`src/rtl/pong_round_ctrl.sv`:
```
// Pong match sequencer: idle -> serve delay -> rally -> game over.
// Owns both scores, the BCD match countdown and the engine stop/serve controls.
module pong_round_ctrl #(
   parameter int GAME_MIN  = 3,
   parameter int SERVE_SEC = 2,
   parameter int WIN_SCORE = 7
) (
   input  logic       clk,
   input  logic       rst,
   input  logic       start,
   input  logic       tick_1hz,
   input  logic       miss1,
   input  logic       miss2,
   output logic       stop,
   output logic       serve,
   output logic       game_over,
   output logic [1:0] winner,
   output logic [2:0] score1,
   output logic [2:0] score2,
   output logic [3:0] min,
   output logic [3:0] sec1,
   output logic [3:0] sec2,
   output logic [1:0] state
);

   typedef enum logic [1:0] {
      IDLE  = 2'd0,
      SERVE = 2'd1,
      PLAY  = 2'd2,
      OVER  = 2'd3
   } state_t;

   localparam logic [3:0] GAME_MIN_L  = 4'(GAME_MIN);
   localparam logic [3:0] SERVE_SEC_L = 4'(SERVE_SEC);
   localparam logic [2:0] WIN_SCORE_L = 3'(WIN_SCORE);

   state_t     state_q, state_d;
   logic       start_q;
   logic       start_rise;
   logic       stop_q, stop_d;
   logic       serve_q, serve_d;
   logic       game_over_q, game_over_d;
   logic [2:0] score1_q, score1_d;
   logic [2:0] score2_q, score2_d;
   logic [3:0] min_q, min_d;
   logic [3:0] sec1_q, sec1_d;
   logic [3:0] sec2_q, sec2_d;
   logic [3:0] serve_cnt_q, serve_cnt_d;

   // start_q resets high so a button held through reset release is not an edge
   assign start_rise = start & ~start_q;

   always_comb begin
      state_d     = state_q;
      serve_d     = 1'b0;
      score1_d    = score1_q;
      score2_d    = score2_q;
      min_d       = min_q;
      sec1_d      = sec1_q;
      sec2_d      = sec2_q;
      serve_cnt_d = serve_cnt_q;

      case (state_q)
         IDLE, OVER: begin
            if (start_rise) begin
               state_d     = SERVE;
               score1_d    = 3'd0;
               score2_d    = 3'd0;
               min_d       = GAME_MIN_L;
               sec1_d      = 4'd0;
               sec2_d      = 4'd0;
               serve_cnt_d = SERVE_SEC_L;
            end
         end
         SERVE: begin
            if (tick_1hz) begin
               serve_cnt_d = serve_cnt_q - 4'd1;
               if (serve_cnt_q == 4'd1) begin
                  state_d = PLAY;
                  serve_d = 1'b1;
               end
            end
         end
         PLAY: begin
            if (tick_1hz) begin
               if (sec2_q != 4'd0) begin
                  sec2_d = sec2_q - 4'd1;
               end else if (sec1_q != 4'd0) begin
                  sec1_d = sec1_q - 4'd1;
                  sec2_d = 4'd9;
               end else begin
                  min_d  = min_q - 4'd1;
                  sec1_d = 4'd5;
                  sec2_d = 4'd9;
               end
            end
            // a simultaneous double miss scores nothing and replays the point
            if (miss1 && !miss2) score2_d = score2_q + 3'd1;
            if (miss2 && !miss1) score1_d = score1_q + 3'd1;
            if (score1_d == WIN_SCORE_L || score2_d == WIN_SCORE_L ||
                {min_d, sec1_d, sec2_d} == 12'd0) begin
               state_d = OVER;
            end else if (miss1 || miss2) begin
               state_d     = SERVE;
               serve_cnt_d = SERVE_SEC_L;
            end
         end
         default: state_d = IDLE;
      endcase

      stop_d      = (state_d != PLAY);
      game_over_d = (state_d == OVER);
   end

   always_ff @(posedge clk or negedge rst) begin
      if (!rst) begin
         state_q     <= IDLE;
         start_q     <= 1'b1;
         stop_q      <= 1'b1;
         serve_q     <= 1'b0;
         game_over_q <= 1'b0;
         score1_q    <= 3'd0;
         score2_q    <= 3'd0;
         min_q       <= GAME_MIN_L;
         sec1_q      <= 4'd0;
         sec2_q      <= 4'd0;
         serve_cnt_q <= SERVE_SEC_L;
      end else begin
         state_q     <= state_d;
         start_q     <= start;
         stop_q      <= stop_d;
         serve_q     <= serve_d;
         game_over_q <= game_over_d;
         score1_q    <= score1_d;
         score2_q    <= score2_d;
         min_q       <= min_d;
         sec1_q      <= sec1_d;
         sec2_q      <= sec2_d;
         serve_cnt_q <= serve_cnt_d;
      end
   end

   always_comb begin
      winner = 2'b00;
      if (game_over_q) begin
         if (score1_q > score2_q)      winner = 2'b01;
         else if (score2_q > score1_q) winner = 2'b10;
         else                          winner = 2'b11;
      end
   end

   assign stop      = stop_q;
   assign serve     = serve_q;
   assign game_over = game_over_q;
   assign score1    = score1_q;
   assign score2    = score2_q;
   assign min       = min_q;
   assign sec1      = sec1_q;
   assign sec2      = sec2_q;
   assign state     = state_q;

endmodule
```
`config.mk`:
```
export PLATFORM = sky130hd
export DESIGN_NAME = pong_round_ctrl
export DESIGN_NICKNAME = d
export VERILOG_FILES = /design/src/rtl/pong_round_ctrl.sv
export SDC_FILE = /design/constraint.sdc
export NUM_CORES = 1
export LEC_CHECK = 0
export CORE_MARGIN = 10
export CORE_UTILIZATION = 47
export DETAILED_ROUTE_END_ITERATION = 16
export GPL_TIMING_DRIVEN = 1
export HOLD_SLACK_MARGIN = 0.05
export PLACE_DENSITY = 0.74
export SLEW_MARGIN = 0
export SYNTH_ARGS = -nofsm -noshare
export SYNTH_HDL_FRONTEND = slang
export SYNTH_SLANG_ARGS = --single-unit
```
`constraint.sdc`:
```
create_clock -name clk -period 2.75 [get_ports clk]
set_input_delay 0.275 -clock clk [delete_from_list [all_inputs] [get_ports clk]]
set_output_delay 0.275 -clock clk [all_outputs]
set_load 0.03 [all_outputs]
```
==> impl_metrics.env <==
export IMPL_ioPinCount=31
export IMPL_skew_ps=2.13
export IMPL_detailedPlace_worstSlack_ps=165
export IMPL_dieHeight_um=83.2
export IMPL_start_kind="flip-flop"
export IMPL_start_util_pct=49.8
export IMPL_critPathRequiredTime_ps=2920
export IMPL_rsz0062_at_grt="false"
export IMPL_timing_reg2reg_setup_slack_ps=110
export IMPL_synth_fp_nets=234
export IMPL_grt_busiest_layer="met2"
export IMPL_global_route_wire_length_before_repair_um=8300
export IMPL_path_clk_slew_ps=100
export IMPL_floorplan_rows=22
export IMPL_cts_path_max_buffers=2
export IMPL_max_cap_violations=0
export IMPL_yosys_register_bits=28
export IMPL_post_cts_repair_setup_buffers=0
export IMPL_tritoncts_num_buffers=3
export IMPL_final_period_utilization_pct=96.1
export IMPL_cell_area_after_technology_mapping_um2=1880
export IMPL_grt_antenna_before_repair=0
export IMPL_worst_slew_margin_rel_pct=54.8
export IMPL_synth_async_sr_flop_share_pct=100
export IMPL_clkSinkCount=28
export IMPL_layout_core_utilization_pct=62.3
export IMPL_synthesis_area_per_instance_um2=8.70
export IMPL_final_standard_cell_area_without_fillers_um2=2350
export IMPL_fp_dieArea_um2=6930
export IMPL_critPathArrivalTime_ps=2810
export IMPL_die_width_um=83.2
export IMPL_power_leakage_nw=1.04
export IMPL_drt_iter0_drc=130
export IMPL_critical_path_slowest_cell="sky130_fd_sc_hd__or4_4"
export IMPL_min_period_ps=2640
export IMPL_powerDensity_nw_per_um2=656
export IMPL_synth_edff_count=0
export IMPL_dominantRegCellSynth="sky130_fd_sc_hd__dfrtp_1"
export IMPL_ys_warn_count=0
export IMPL_first_pass_iters=4
export IMPL_route_detailed_drc=0
export IMPL_layout_commonest_cell="sky130_fd_sc_hd__clkdlybuf4s50_1"
export IMPL_rr_worst_depth=8
export IMPL_routed_length_per_placed_instance_um=15.9
export IMPL_layout_area_overhead_vs_synth_pct=25.1
export IMPL_route_detailed_vias_per_inst=5.92
export IMPL_placedInstanceArea_um2=2280
export IMPL_pwr_total_mw=1.54
export IMPL_drtAntennaViolNets=0
export IMPL_layout_cells_most_common_list="sky130_fd_sc_hd__clkdlybuf4s50_1, sky130_fd_sc_hd__nand2_1, sky130_fd_sc_hd__o21ai_0, sky130_fd_sc_hd__dfrtp_1, sky130_fd_sc_hd__inv_1"
export IMPL_worst_skew_pair_late_latency_ps=280
export IMPL_final_max_slew_viol_count=0
export IMPL_totalNegativeSetupSlack_ps=0
export IMPL_via_count_of_the_first_global_routing_pass=1782
export IMPL_launch_point_of_the_critical_path="sec2[0]"
export IMPL_post_cts_resized=0
export IMPL_critical_path_max_stage_delay_ps=530
export IMPL_core_area_um2=3770
export IMPL_number_of_port_buffers=30
export IMPL_routed_wirelength_um=4780
export IMPL_dpl_hpwl_um=3470
export IMPL_status="complete, no violations"
export IMPL_worstSetupEndpointType="flip-flop"
export IMPL_worstReg2RegStart="sec2[0]"
export IMPL_setup_worst_path_class="flip-flop to flip-flop"
export IMPL_global_routing_met3_resource_utilization_pct=3.81
export IMPL_postCtsHoldBufs=0
export IMPL_transition_time_at_the_pin_with_the_least_slew_margin_ps=671
export IMPL_vdd_ir_drop_max_uv=480
export IMPL_vias=1782
export IMPL_grt_overflow=0
export IMPL_maxClockFrequency_ghz=0.379
export IMPL_syn_instance_count=216
export IMPL_cells_along_the_critical_path="inv_1 > ha_1 > and4bb_1 > nand2_1 > mux2_2 > or4_4 > a31oi_1 > o2bb2ai_1"
export IMPL_cp_max_fo=6
export IMPL_groute_layer_met1_usage_pct=16.4
export IMPL_yosys_cell_types_count=53
export IMPL_gp_congestion=0.802
export IMPL_groute_layer_met2_usage_pct=23.0
export IMPL_worst_hold_path_type="primary input to async pin"
export IMPL_crit_reg2reg_capture="serve_cnt_q[3]"
export IMPL_post_route_cells_drive_above_1_share_pct=10.3
export IMPL_grtUsageTotal_pct=13.7
export IMPL_timing_final_ws_setup_ps=108
export IMPL_layout_nets=272
export IMPL_timing_hold_violations_final=0
export IMPL_cts_tree="done"
export IMPL_grt_max_degree=29
export IMPL_setup_viol=0
export IMPL_count_of_inserted_antenna_diode_cells=0
export IMPL_htree_levels=1
export IMPL_ctsRootBufferMaster="sky130_fd_sc_hd__clkbuf_8"
export IMPL_sequential_fraction_of_the_synthesis_area_pct=37.6
## layer usage
metal	wire length, µm	part of all wire, %
met5	0	0
met4	45	0.94
met3	328	6.9
met2	2310	48
met1	2100	44
## Yosys cell counts (3+ instances only)
library cell / instances / area [µm²]
sky130_fd_sc_hd__inv_1: 15 / 56.3
sky130_fd_sc_hd__ha_1: 12 / 150
sky130_fd_sc_hd__o21ai_0: 23 / 115
sky130_fd_sc_hd__dfrtp_1: 23 / 576
sky130_fd_sc_hd__nand3_1: 4 / 20.0
sky130_fd_sc_hd__nor2_1: 13 / 48.8
sky130_fd_sc_hd__nor3_1: 4 / 20.0
sky130_fd_sc_hd__a21oi_1: 13 / 65.1
sky130_fd_sc_hd__nor4_1: 3 / 18.8
sky130_fd_sc_hd__nand2_1: 25 / 93.8
sky130_fd_sc_hd__xnor2_1: 3 / 26.3
sky130_fd_sc_hd__o31ai_1: 3 / 22.5
sky130_fd_sc_hd__a32o_1: 3 / 30.0
sky130_fd_sc_hd__clkbuf_1: 5 / 18.8
sky130_fd_sc_hd__a31oi_1: 6 / 37.5
sky130_fd_sc_hd__nor2b_1: 5 / 31.3
sky130_fd_sc_hd__dfstp_2: 5 / 131
sky130_fd_sc_hd__or3_1: 3 / 18.8
sky130_fd_sc_hd__a21boi_0: 4 / 30.0
## cells by family (layout without fill, tap and decap cells)
kind of cell / after synthesis / count (layout) / share of synthesized area, %
AOI/OAI and AO/OA: 72 / 72 / 24.8
xor gates and xnor gates: 5 / 5 / 2.33
adders and majority gates: 12 / 12 / 7.99
buffers and inverters: 21 / 58 / 4.59
DFF: 28 / 28 / 37.6
muxes: 1 / 1 / 0.599
and+or+nand+nor: 77 / 77 / 22.1
## final cells by class
cell class	count	area (µm²)
multi-input cells	167	1090
clock inverters	1	30.0
clock buffers	3	41.3
flip-flops and latches	28	707
fillers	334	1420
inverters	15	56.3
repair buffers	39	370
well taps	48	60.1
## state kept, by name, summed over array words and instances (netlist names), 2 cells and up
register	count
sec1	4
score2	3
state	2
score1	3
sec2	4
serve_cnt_q	4
min	4
## how the worst max path moves through the flow
stage / endpoint / cells past startpoint
final: serve_cnt_q[3] / 8
after global routing: stop / 8
after CTS: winner[0] / 7
after detailed placement: serve_cnt_q[3] / 7
after global placement: serve_cnt_q[3] / 7
after floorplan: serve_cnt_q[3] / 7
## worst max-delay path, delay by kind of cell (launching register included)
kind / cells / cell delay, ps
compound gates: 2 / 330
fa+ha+maj: 1 / 260
buf+inv: 1 / 150
flops: 1 / 450
mux: 1 / 350
simple gates: 3 / 990
## report_power, final
| group | leakage, nW | internal (mW) | switching, mW | total, mW |
|---|---|---|---|---|
| Sequential | 0.368 | 0.471 | 0.0625 | 0.533 |
| Combinational | 0.632 | 0.270 | 0.410 | 0.680 |
| Clock | 0.0357 | 0.195 | 0.134 | 0.329 |
## metrics by stage
stage	hold slack, ps	std cells
after global routing	393	301
after detailed placement	534	297
after global placement	520	297
after floorplan	-20.6	216
after CTS	379	301
final	368	301
Note: power is estimated with default switching activity, not from simulation.
